### src/rtl/audio_pkg.sv
// Shared definitions for the audio envelope detector: onset state
// encodings and the all-ones constant used to saturate magnitudes.
package audio_pkg;

  typedef enum logic [1:0] {
    ST_ARMED    = 2'd0,
    ST_HOLDOFF  = 2'd1,
    ST_WAIT_LOW = 2'd2
  } onset_state_t;

  // Widest sample supported; the top slices the saturation value it needs.
  localparam int                   MAG_MAX_W   = 32;
  localparam logic [MAG_MAX_W-1:0] MAG_SAT_ALL = '1;

endpackage

### src/rtl/onset_fsm.sv
// Onset detector: ARMED -> (env >= thr) pulse -> HOLDOFF for HOLDOFF updates
// -> WAIT_LOW until env drops below the hysteresis threshold -> ARMED.
// Only advances on envelope update strobes, so timing follows the sample rate.
module onset_fsm
  import audio_pkg::*;
#(
  parameter int W          = 15,
  parameter int HYST_SHIFT = 2,
  parameter int HOLDOFF    = 64
) (
  input  logic         i_clock,
  input  logic         i_reset,
  input  logic         i_update,
  input  logic [W-1:0] i_env_new,
  input  logic [W-1:0] i_threshold,
  output logic         o_onset
);

  localparam int                CNT_W    = (HOLDOFF > 0) ? $clog2(HOLDOFF + 1) : 1;
  localparam logic [CNT_W-1:0]  CNT_INIT = CNT_W'(HOLDOFF);

  onset_state_t     r_state, w_state_nxt;
  logic [CNT_W-1:0] r_cnt, w_cnt_nxt;
  logic             r_onset, w_onset_nxt;
  logic [W-1:0]     w_thr_lo;

  assign w_thr_lo = i_threshold - (i_threshold >> HYST_SHIFT);
  assign o_onset  = r_onset;

  // State, holdoff counter and registered onset pulse
  always_ff @(posedge i_clock) begin
    if (i_reset) begin
      r_state <= ST_ARMED;
      r_cnt   <= '0;
      r_onset <= 1'b0;
    end else begin
      r_state <= w_state_nxt;
      r_cnt   <= w_cnt_nxt;
      r_onset <= w_onset_nxt;
    end
  end

  // Next state; the onset pulse is only raised on an update, so it is
  // automatically 0 whenever the pipeline is stalled
  always_comb begin
    w_state_nxt = r_state;
    w_cnt_nxt   = r_cnt;
    w_onset_nxt = 1'b0;
    if (i_update) begin
      case (r_state)
        ST_ARMED: begin
          if (i_env_new >= i_threshold) begin
            w_onset_nxt = 1'b1;
            if (HOLDOFF == 0) begin
              w_state_nxt = ST_WAIT_LOW;
            end else begin
              w_state_nxt = ST_HOLDOFF;
              w_cnt_nxt   = CNT_INIT;
            end
          end
        end
        ST_HOLDOFF: begin
          if (r_cnt <= CNT_W'(1)) begin
            w_state_nxt = ST_WAIT_LOW;
            w_cnt_nxt   = '0;
          end else begin
            w_cnt_nxt = r_cnt - CNT_W'(1);
          end
        end
        ST_WAIT_LOW: begin
          if (i_env_new < w_thr_lo) w_state_nxt = ST_ARMED;
        end
        default: begin
          w_state_nxt = ST_ARMED;
          w_cnt_nxt   = '0;
        end
      endcase
    end
  end

endmodule

### src/rtl/audio_envelope_detector.sv
// Audio envelope detector: rectifies the high-pass sample stream, tracks an
// attack/release envelope and a peak-hold value, and emits one onset pulse per
// note. Two-stage pipeline driven only by the input strobe; enable low freezes it.
module audio_envelope_detector
  import audio_pkg::*;
#(
  parameter int WIDTH         = 16,
  parameter int ATTACK_SHIFT  = 2,
  parameter int RELEASE_SHIFT = 6,
  parameter int HYST_SHIFT    = 2,
  parameter int HOLDOFF       = 64
) (
  input  logic             i_clock,
  input  logic             i_reset,
  input  logic             i_enable,
  input  logic             i_ready,
  input  logic [WIDTH-1:0] i_audio_in,
  input  logic [WIDTH-2:0] i_threshold,
  input  logic             i_peak_clear,
  output logic             o_env_ready,
  output logic [WIDTH-2:0] o_envelope,
  output logic [WIDTH-2:0] o_peak,
  output logic             o_onset
);

  localparam int            MW      = WIDTH - 1;
  localparam int            STAGES  = 2;
  localparam logic [MW-1:0] MAG_SAT = MAG_SAT_ALL[MW-1:0];

  logic [STAGES:1]  r_vld_pipe;
  logic [MW-1:0]    r_mag;
  logic [MW-1:0]    r_env;
  logic [MW-1:0]    r_peak;

  logic             w_update;
  logic [WIDTH-1:0] w_abs_full;
  logic [MW-1:0]    w_mag_in;
  logic [WIDTH-1:0] w_mag_x, w_env_x, w_diff, w_step, w_env_sum;
  logic [MW-1:0]    w_env_new;
  logic [MW-1:0]    w_peak_base, w_peak_new;

  // A stage-1 sample only advances into stage 2 while enabled
  assign w_update = i_enable & r_vld_pipe[1];

  // Rectify; only the most-negative input leaves the MSB set after negation
  always_comb begin
    w_abs_full = i_audio_in[WIDTH-1] ? (~i_audio_in + WIDTH'(1)) : i_audio_in;
    w_mag_in   = w_abs_full[WIDTH-1] ? MAG_SAT : w_abs_full[MW-1:0];
  end

  // Envelope step at full width: step is at most the gap, so no overshoot
  always_comb begin
    w_mag_x   = {1'b0, r_mag};
    w_env_x   = {1'b0, r_env};
    w_diff    = '0;
    w_step    = '0;
    w_env_sum = w_env_x;
    if (w_mag_x > w_env_x) begin
      w_diff = w_mag_x - w_env_x;
      w_step = w_diff >> ATTACK_SHIFT;
      if (w_step == '0) w_step = WIDTH'(1);
      w_env_sum = w_env_x + w_step;
    end else if (w_mag_x < w_env_x) begin
      w_diff = w_env_x - w_mag_x;
      w_step = w_diff >> RELEASE_SHIFT;
      if (w_step == '0) w_step = WIDTH'(1);
      w_env_sum = w_env_x - w_step;
    end
    w_env_new = w_env_sum[WIDTH-1] ? MAG_SAT : w_env_sum[MW-1:0];
  end

  // Peak: clear takes effect first, then the max with this sample's magnitude
  always_comb begin
    w_peak_base = i_peak_clear ? '0 : r_peak;
    w_peak_new  = (r_mag > w_peak_base) ? r_mag : w_peak_base;
  end

  // Pipeline valid bits, stage-1 magnitude, stage-2 envelope/peak
  always_ff @(posedge i_clock) begin
    if (i_reset) begin
      r_vld_pipe <= '0;
      r_mag      <= '0;
      r_env      <= '0;
      r_peak     <= '0;
    end else if (i_enable) begin
      r_vld_pipe <= {r_vld_pipe[1], i_ready};
      if (i_ready) r_mag <= w_mag_in;
      if (r_vld_pipe[1]) begin
        r_env  <= w_env_new;
        r_peak <= w_peak_new;
      end else if (i_peak_clear) begin
        r_peak <= '0;
      end
    end else begin
      // Stalled: stage-1 sample is kept, output strobe suppressed
      r_vld_pipe[STAGES] <= 1'b0;
    end
  end

  onset_fsm #(
    .W          (MW),
    .HYST_SHIFT (HYST_SHIFT),
    .HOLDOFF    (HOLDOFF)
  ) u_onset_fsm (
    .i_clock     (i_clock),
    .i_reset     (i_reset),
    .i_update    (w_update),
    .i_env_new   (w_env_new),
    .i_threshold (i_threshold),
    .o_onset     (o_onset)
  );

  assign o_env_ready = r_vld_pipe[STAGES];
  assign o_envelope  = r_env;
  assign o_peak      = r_peak;

endmodule
### config.mk
export PLATFORM = sky130hd
export DESIGN_NAME = audio_envelope_detector
export DESIGN_NICKNAME = d
export VERILOG_FILES = /design/src/rtl/audio_pkg.sv /design/src/rtl/onset_fsm.sv /design/src/rtl/audio_envelope_detector.sv
export SDC_FILE = /design/constraint.sdc
export NUM_CORES = 1
export LEC_CHECK = 0
export ABC_CLOCK_PERIOD_IN_PS = 10040
export BUFFER_PORTS_ARGS = -buffer_cell sky130_fd_sc_hd__buf_2
export CAP_MARGIN = 20
export CORE_MARGIN = 5
export CORE_UTILIZATION = 60
export CTS_CLUSTER_DIAMETER = 120
export CTS_CLUSTER_SIZE = 8
export DETAILED_ROUTE_END_ITERATION = 8
export GPL_TIMING_DRIVEN = 1
export PLACE_DENSITY = 0.89
export SKIP_CTS_REPAIR_TIMING = 1
export SLEW_MARGIN = 10
export SYNTH_ARGS = -nofsm -noshare
export SYNTH_HDL_FRONTEND = slang
export SYNTH_HIERARCHICAL = 1
export SYNTH_SLANG_ARGS = --single-unit
### constraint.sdc
create_clock -name i_clock -period 10.04 [get_ports i_clock]
set_clock_uncertainty 0.15 [all_clocks]
set_input_delay 3.012 -clock i_clock [delete_from_list [all_inputs] [get_ports i_clock]]
set_output_delay 3.012 -clock i_clock [all_outputs]
set_load 0.03 [all_outputs]
### After elaboration in Yosys (flattened, before gate mapping)

Index checks and enable logic that the tools add are counted.
Widths: inputs -> output; s select.

| storage, ports and cells | value |
|---|---|
| register bits | 57 |
| input bits | 36 |
| output and inout port bits | 32 |

| operators by class | value |
|---|---|
| add/sub/neg operators | 7 |
| order comparisons | 6 |
| eq/ne operators | 5 |
| multiplexer cells | 21 |
| bitwise operators | 6 |
| reductions and logical operators | 9 |

Operators with widths:

| kind | count |
|---|---|
| $mux 16 | 6 |
| $mux 15 | 5 |
| $logic_not 16->1 | 2 |
| $sub 15x15->16 | 2 |
| $gt 15x15->1 | 2 |
| $lt 15x15->1 | 2 |
| $pmux 7 s3 | 1 |
| $add 15x16->16 | 1 |
| $add 16x1->16 const B | 1 |
| $not 16->16 | 1 |
| $sub 15x16->16 | 1 |
| $ge 15x15->1 | 1 |
| $sub 15x13->15 | 1 |
| $mux 14 | 1 |
| $mux 7 | 2 |
| $mux 10 | 1 |
| $le 7x1->1 const B | 1 |
| $sub 7x1->7 const B | 1 |
| $mux 2 | 3 |
| $ne 2x1->1 const B | 3 |
| $pmux 2 s3 | 1 |
| $not 1->1 | 4 |
| $reduce_and 2->1 | 2 |
| $reduce_and 4->1 | 1 |
| other kinds (8) | 8 |

### Depth between registers and ports, before layout

Gate-level depths: netlist (run 1).

| depth | value |
|---|---|
| depth after elaboration | 12 |
| depth in mapped cells | 29 |

### By module

Netlist (run 1), hierarchy kept.

By module, submodules not included:

| module | times used | cells each | area each (um^2) |
|---|---|---|---|
| audio_envelope_detector | 1 | 677 | 5,203.7 |
| onset_fsm | 1 | 246 | 1,976.9 |

### Worst setup path before layout (run 1)

OpenSTA, ideal clock, no wires.

| timing path | value |
|---|---|
| kind | reg2reg |
| from | register r_env[14] (netlist: o_envelope[14]) |
| to | register u_onset_fsm.r_cnt[4] |
| arrival time | 6,126 ps |
| required time | 9,804 ps |
| setup slack | 3,677 ps |
| stages on the path, launching flop included | 28 |
| buffers on the path | 1 |
| cells stage by stage | dfxtp_1 -> clkbuf_1 -> inv_1 -> ha_1 -> and3_1 -> a221o_1 -> a211oi_1 -> a21oi_2 -> inv_1 -> or4_1 -> nor3_1 -> nand4b_1 -> o31ai_1 -> ha_1 -> a211oi_1 -> o21a_1 -> o31a_1 -> o21ai_0 -> a31o_4 -> nor2_1 -> o21ai_0 -> ha_1 -> nand4_2 -> a21oi_1 -> a2111oi_4 -> o41ai_2 -> a22o_4 -> a221oi_2 |

| on the way | value |
|---|---|
| word-level cells in the longest chain between the ends | 12 |
| elaborated cells between the ends (all ways) | 19 |
| those cells by class | add/sub: 4; order compare: 3; eq/ne: 1; mux: 8; reduce/logical: 3 |

RTL lines:

| element | line | source |
|---|---|---|
| start: declaration | audio_envelope_detector.sv:32 | `logic [MW-1:0] r_env;` |
| start signal: assignment | audio_envelope_detector.sv:89 | `r_env <= w_env_new;` |
| $sub 15x15->16 | audio_envelope_detector.sv:64 | `w_diff = w_env_x - w_mag_x;` |
| $logic_not 16->1 | audio_envelope_detector.sv:66 | `if (w_step == '0) w_step = WIDTH'(1);` |
| $mux 10 | audio_envelope_detector.sv:66 |  |
| $mux 16 | audio_envelope_detector.sv:63 | `end else if (w_mag_x < w_env_x) begin` |
| $mux 16 | audio_envelope_detector.sv:58 | `if (w_mag_x > w_env_x) begin` |
| $sub 15x16->16 | audio_envelope_detector.sv:67 | `w_env_sum = w_env_x - w_step;` |
| $mux 16 | audio_envelope_detector.sv:63 |  |
| $mux 16 * | audio_envelope_detector.sv:58 |  |
| $mux 15 * | audio_envelope_detector.sv:69 | `w_env_new = w_env_sum[WIDTH-1] ? MAG_SAT : w_env_sum[MW-1:0];` |
| net w_env_new[10] | audio_envelope_detector.sv:39 | `logic [MW-1:0] w_env_new;` |
| $ge 15x15->1 * | onset_fsm.sv:52 | `if (i_env_new >= i_threshold) begin` |
| $ne 2x1->1 (no line) * | n/a |  |
| $reduce_and 3->1 (no line) * | n/a |  |
| end signal: assignment | onset_fsm.sv:38 | `r_cnt <= w_cnt_nxt;` |
| end: declaration | onset_fsm.sv:23 | `logic [CNT_W-1:0] r_cnt, w_cnt_nxt;` |

Mark *: on every way through the listed nets, which the timed path passes. The rest lies on a longest branch. The select of a mux whose other input is x is not followed.
A chain may end at the register's enable or synchronous reset.

### Final worst setup path (run 1)

| timing path | value |
|---|---|
| from | register r_env[7] (netlist: o_envelope[7]) |
| to | register u_onset_fsm.r_cnt[4] |

Same word-level chain as after synthesis.

==> impl_metrics.csv, run 1 <==
group,metric,value,unit
floorplan,rows,40,
grt,first_global_vias,6638,
critical_path,required,10.15,ns
clocking,cts_tree,"built",
final_layout,syn_to_final_growth,10.1,%
routing,avgRoutedWirePerCell,17.5,um
yosys,synth_xor_area_frac,0.0756,
min_path,hp-class,"reg -> reg",
timing,tightest_slew,0.839,ns
routing,ant_nets,0,
yosys,synthesis.nets,1076,
routing,remaining_drc_errors,0,
final_layout,mostFrequentLayoutCell,"ha_1",
floorplan,die_w,119,um
power_and_ir_drop,power_density,179,nW/um2
floorplan,die_h,119,um
yosys,netlist_area,7180,um2
timing,fin_crit_sh,0.740,
clocking,cts.clk_slew.worst_paths,0.06,ns
final_layout,seqCellArea,1140,um2
floorplan,initial_core_util,0.605,
power_and_ir_drop,irDropWorstVdd,0.128,mV
placed_design,portBuffers,67,
floorplan,io_pins,68,
yosys,yosys_register_bits,57,
yosys,synth_edf_count,0,
grt,grt_max_degree,66,
routing,vias_per_cell,6.38,
clocking,clock_sinks,57,
timing,setup_viol,0,
yosys,avgSynthCellArea,7.78,um2
yosys,synth_cell_types,78,
grt,gr-total-overflow,0,
yosys,postSynthCellCount,923,
critical_path,crit_fanout,26,
yosys,synth_simple_gate_area_frac,0.216,
placed_design,dp_hpwl,15.5,mm
yosys,async_reset_ff_frac,0,
timing,tns,0,ns
grt,grt_pass1_wl,32.0,mm
routing,route.vias.total,7172,
clocking,ctsRootBufferMaster,"clkbuf_16",
routing,drtIter0Drc,583,
timing,slew_viol_final,0,
yosys,synth_adder_area_share,0.207,
final_layout,drive_gt1_frac,0.126,
routing,drtPass1Iterations,6,
timing,hold_viol_final,0,
yosys,synth_compound_area_frac,0.284,
routing,wirelength,19.7,mm
timing,max_freq,135,MHz
final_layout,multi_input_area,5660,um2
yosys,synth_area_leaders,"ha_1 20%, dfxtp_1 16%, a21oi_1 5.2%",
yosys,synthFlopType,"dfxtp_1",
floorplan,core_area,11900,um2
power_and_ir_drop,p_leak,3.42,nW
timing,slew_headroom,0.440,
critical_path,worst-setup-path-type,"reg -> reg",
yosys,synth_top_area_share,0.199,
yosys,synth_top_cell_by_area,"ha_1",
placed_design,place.gp.congestion,0.962,
grt,grt_usage,0.273,
final_layout,diodes,0,
grt,antenna_found_initial,0,
clocking,cts.path.max_buffers,2,
timing,period_minus_slack,7.43,ns
power_and_ir_drop,power.total,1.41,mW
floorplan,die_area,14300,um2
critical_path,critPathCaptureType,"register",
final_layout,final.fill_count,1002,
run,cap_violations,0,
yosys,yosys-mux-area-fraction,0.00418,
final_layout,mostFrequentLayoutCells,"114 x ha_1, 74 x a21oi_1, 74 x nor2_1",
clocking,htree_levels,3,
critical_path,cp-start-kind,"register",
yosys,yosys_warnings,6,
final_layout,fin_util,0.667,
final_layout,nets,1125,
yosys,yosysSeqAreaShare,0.159,
timing,rsz0062_at_grt,"no",
critical_path,arrival,7.54,ns
outcome,status,"completed",
yosys,synth_top_family_by_area,"compound AO/OA/AOI/OAI gates",
clocking,clkLatencyLatePin,0.35,ns
clocking,cts-buffers-inserted,9,
-- power by group --
part | switching, mW | internal (mW)
clock network | 0.120 | 0.193
registers | 0.0186 | 0.236
logic | 0.513 | 0.331
-- routing by layer --
layer  wire length (um)  global-route usage  vias to the layer above
met3               1470              0.0565                       52
li1                   -                   -                     3490
met4                698               0.119                        0
met1               8680               0.362                     3352
met2               8870               0.429                      278
met5                  0                   0                        -
-- cell families (layout without fill, tap and decap cells) --
logic type	count (synthesis)	in the layout
fa+ha+maj	117	117
buf+inv	102	156
flops	57	57
mux	3	3
xor+xnor	62	62
simple gates	298	298
compound gates	284	284
-- through the flow --
step / area [um2] / setup WS [ns] / cells / hold WS (ns)
after detailed placement: 7600 / 2.78 / 1107 / 0.330
after floorplan: 7180 / 3.68 / 923 / 0.311
final: 7910 / 2.61 / 1124 / 0.341
after CTS: 7900 / 2.72 / 1123 / 0.343
after global routing: 7910 / 2.24 / 1124 / 0.366
after global placement: 7600 / 3.11 / 1107 / 0.325
-- synth_stat cells (3+ instances only) --
cell type,number
ha_1,114
a21oi_1,74
nor2_1,74
inv_1,67
nand2_1,66
dfxtp_1,57
o21ai_0,34
xnor2_1,31
xor2_1,31
a211oi_1,29
nand2b_1,28
clkbuf_1,25
nand3_1,23
o21a_1,23
a21o_1,20
nand3b_1,18
nor3_1,18
o211ai_1,12
a31oi_1,11
or3_1,11
nor2b_1,10
o31ai_1,10
buf_2,9
nand4_1,9
o21bai_1,9
or4_1,9
nor4_1,8
a2111oi_0,4
and3_1,4
o2111ai_1,4
o31a_1,4
or2_2,4
a211o_1,3
a21oi_2,3
a221o_1,3
a221oi_2,3
a311oi_1,3
a31o_2,3
fa_1,3
mux2i_1,3
o41ai_2,3
-- cell type report --
class                   instances  share of cell area
multi-input cells             764               0.716
clock inverters                 6             0.00854
clock buffers                  10              0.0290
repair buffers                 72              0.0472
well taps                     147              0.0233
inverters                      68              0.0323
flip-flops and latches         57               0.144
-- final timing paths --
kind	startpoint	endpoint	slack, ns	depth (start not counted)
worst max-delay path	o_envelope[7]	u_onset_fsm/r_cnt[4]	2.61	25
worst min-delay path	r_vld_pipe[1]	r_vld_pipe[1]	0.34	2
worst max register to register	o_envelope[7]	u_onset_fsm/r_cnt[4]	2.61	25
worst min register to register	r_vld_pipe[1]	r_vld_pipe[1]	0.34	2
-- worst max-delay path, stage by stage, from the launching register on --
cell	delay (ns)
dfxtp_1	0.46
inv_1	0.08
ha_1	0.49
nand4_2	0.24
nor2_1	0.14
o21ai_0	0.20
a21oi_2	0.34
inv_1	0.45
or4_1	0.66
nor3_1	0.15
nand4b_1	0.12
o31ai_1	0.21
ha_1	0.25
a211oi_1	0.13
o21a_1	0.25
o31a_1	0.35
o21ai_0	0.46
a31oi_4	0.32
o211ai_1	0.25
ha_1	0.33
a21oi_2	0.13
a21oi_1	0.11
a2111oi_4	0.36
o41ai_2	0.19
a22o_4	0.30
a221oi_2	0.23
-- registers in the layout, summed over array words and instances, names as in the netlist --
signal	flops
r_mag	15
u_onset_fsm/r_state	2
o_peak	15
u_onset_fsm/o_onset	1
o_envelope	15
u_onset_fsm/r_cnt	7
r_vld_pipe	2
(Power assumes the default switching activity.)
==> run 2: changes to the inputs <==
--- a/config.mk
+++ b/config.mk
@@ -5,7 +5,8 @@
 export SDC_FILE = /design/constraint.sdc
 export NUM_CORES = 1
 export LEC_CHECK = 0
-export ABC_CLOCK_PERIOD_IN_PS = 10040
+export ABC_AREA = 1
+export ABC_CLOCK_PERIOD_IN_PS = 7600
 export BUFFER_PORTS_ARGS = -buffer_cell sky130_fd_sc_hd__buf_2
 export CAP_MARGIN = 20
 export CORE_MARGIN = 5
@@ -14,7 +15,7 @@
 export CTS_CLUSTER_SIZE = 8
 export DETAILED_ROUTE_END_ITERATION = 8
 export GPL_TIMING_DRIVEN = 1
-export PLACE_DENSITY = 0.89
+export PLACE_DENSITY = 0.88
 export SKIP_CTS_REPAIR_TIMING = 1
 export SLEW_MARGIN = 10
 export SYNTH_ARGS = -nofsm -noshare
==> constraint.sdc (replaced) <==
create_clock -name i_clock -period 7.6 [get_ports i_clock]
set_clock_uncertainty 0.15 [all_clocks]
set_input_delay 2.28 -clock i_clock [delete_from_list [all_inputs] [get_ports i_clock]]
set_output_delay 2.28 -clock i_clock [all_outputs]
set_load 0.03 [all_outputs]
==> run 2 against run 1 <==
Net effect:
- synthesized cell count is 50% higher
- sequential cell count unchanged
- wire length is 24% higher
- largest cell class unchanged
- largest power group unchanged
==> impl_metrics.csv, run 2 <==
group,metric,value,unit
yosys,synth_top_cell_by_area,"nand2_1",
final_layout,drive_gt1_frac,0.0897,
final_layout,finalNonFillerCells,1625,
routing,wirelength,24.5,mm
critical_path,cp-start-kind,"register",
critical_path,cp_top_family,"simple AND/OR/NAND/NOR gates",
yosys,yosys_register_bits,57,
critical_path,cp_num_buf_inv,4,
grt,antenna_found_initial,0,
timing,slew_viol_final,0,
outcome,status,"completed",
clocking,cts.clk_slew.worst_paths,0.06,ns
timing,period_minus_slack,5.68,ns
min_path,hp-class,"reg -> reg",
clocking,clock_sinks,57,
timing,hold_viol_final,0,
clocking,cts.path.max_buffers,2,
critical_path,crit_fanout,6,
timing,fin_hold_ws,0.324,ns
final_layout,fin_util,0.673,
critical_path,slowest_delay,0.50,ns
power_and_ir_drop,irDropWorstVdd,0.122,mV
placed_design,place_area,8650,um2
routing,ant_nets,0,
timing,rsz0062_at_grt,"no",
critical_path,arrival,5.76,ns
routing,vias_per_cell,5.65,
grt,grt_max_degree,29,
floorplan,core_area,13300,um2
final_layout,syn_to_final_growth,9.37,%
timing,max_freq,176,MHz
timing,slew_headroom,0.417,
final_layout,diodes,0,
clocking,htree_levels,3,
power_and_ir_drop,power.total,2.02,mW
final_layout,nets,1597,
grt,gr-total-overflow,0,
critical_path,required,7.68,ns
clocking,clkLatencyLatePin,0.35,ns
floorplan,initial_core_util,0.615,
floorplan,die_w,127,um
power_and_ir_drop,p_leak,5.10,nW
yosys,yosysSeqAreaShare,0.139,
critical_path,critPathCaptureType,"register",
timing,tns,0,ns
placed_design,dp_hpwl,19.8,mm
yosys,synth.most_common_cell,"nand2_1",
floorplan,die_area,16100,um2
final_layout,postLayoutCellArea,8980,um2
floorplan,rows,42,
critical_path,worst-setup-path-type,"reg -> reg",
grt,grt_pass1_wl,39.9,mm
placed_design,dp.cells,1609,
critical_path,cp_common_cell,"nand2_1",
timing,tightest_slew,0.873,ns
clocking,ctsRootBufferMaster,"clkbuf_16",
critical_path,r2r_slack,1.92,ns
final_layout,mostFrequentLayoutCells,"413 x nand2_1, 223 x inv_1, 117 x nor2_1",
yosys,postSynthCellCount,1387,
routing,route.vias.total,9175,
routing,drtPass1Iterations,8,
yosys,avgSynthCellArea,5.92,um2
grt,first_global_vias,8547,
yosys,synth_cell_types,52,
yosys,synth_area_leaders,"nand2_1 19%, ha_1 17%, dfxtp_1 14%",
placed_design,portBuffers,67,
yosys,synthesis.nets,1540,
routing,drtIter0Drc,788,
floorplan,io_pins,68,
run,cap_violations,0,
yosys,yosys-top-cells-count,"413 x nand2_1, 223 x inv_1, 117 x nor2_1",
yosys,synth_edf_count,0,
timing,fin_crit_sh,0.748,
routing,remaining_drc_errors,0,
clocking,cts-buffers-inserted,9,
yosys,async_reset_ff_frac,0,
yosys,netlist_area,8210,um2
yosys,synthFlopType,"dfxtp_1",
yosys,synth_top_area_share,0.189,
timing,setup_slack,1.92,ns
grt,grt_usage,0.300,
yosys,yosys_warnings,6,
placed_design,dpl_worst_slack,1.97,ns
routing,avgRoutedWirePerCell,15.1,um
final_layout,mostFrequentLayoutCell,"nand2_1",
placed_design,place.gp.congestion,1.03,
power_and_ir_drop,power_density,225,nW/um2
critical_path,cp_slowest_cell,"dfxtp_1",
clocking,cts_tree,"built",
floorplan,die_h,127,um
timing,setup_viol,0,
## run 2: cell types whose count changed after synthesis, sizes merged, moves of 15 or more
cell	previous run	this run
xnor2	31	16
a21o	21	6
a211oi	31	2
nor2	75	123
nand3	23	117
a21oi	77	109
nand2	66	427
nand2b	28	0
nand3b	18	3
o21ai	35	64
o21a	23	1
inv	68	227
## run 2: power by group
| part | leakage [nW] | internal (mW) | switching, mW |
|---|---|---|---|
| Clock | 0.154 | 0.290 | 0.165 |
| Sequential | 0.465 | 0.316 | 0.0251 |
| Combinational | 4.48 | 0.408 | 0.814 |
## run 2: path summary, 6_finish.rpt
kind	startpoint	to	depth (start not counted)
setup / recovery	o_envelope[1]	u_onset_fsm/r_state[1]	36
hold / removal	o_peak[6]	o_peak[6]	2
setup reg to reg	o_envelope[1]	u_onset_fsm/r_state[1]	36
hold reg to reg	o_peak[6]	o_peak[6]	2
## run 2: logic make-up after synthesis
group,share of synthesized area
xor gates and xnor gates,0.0437
DFF,0.139
adders and majority gates,0.181
AOI/OAI and AO/OA,0.140
and+or+nand+nor,0.378
buffers and inverters,0.119
## run 2: worst min-delay path, delay by kind of cell, from the launching register on
kind,cells,cell delay [ns]
flops,1,0.31
simple gates,1,0.06
compound gates,1,0.06
## run 2: area by class of cell
cell class / instances / area, um2
well taps: 176 / 220
multi-input cells: 1081 / 6100
repair buffers: 67 / 335
flip-flops and latches: 57 / 1140
clock inverters: 7 / 104
clock buffers: 9 / 225
fillers: 1248 / 4370
inverters: 228 / 861
## run 2: metal layers
layer | up-vias | global-route usage | routed length (um)
li1 | 4576 | - | -
met1 | 4088 | 0.367 | 9990
met2 | 429 | 0.510 | 11100
met3 | 82 | 0.0522 | 2350
met4 | 0 | 0.148 | 1050
met5 | - | 0 | 0
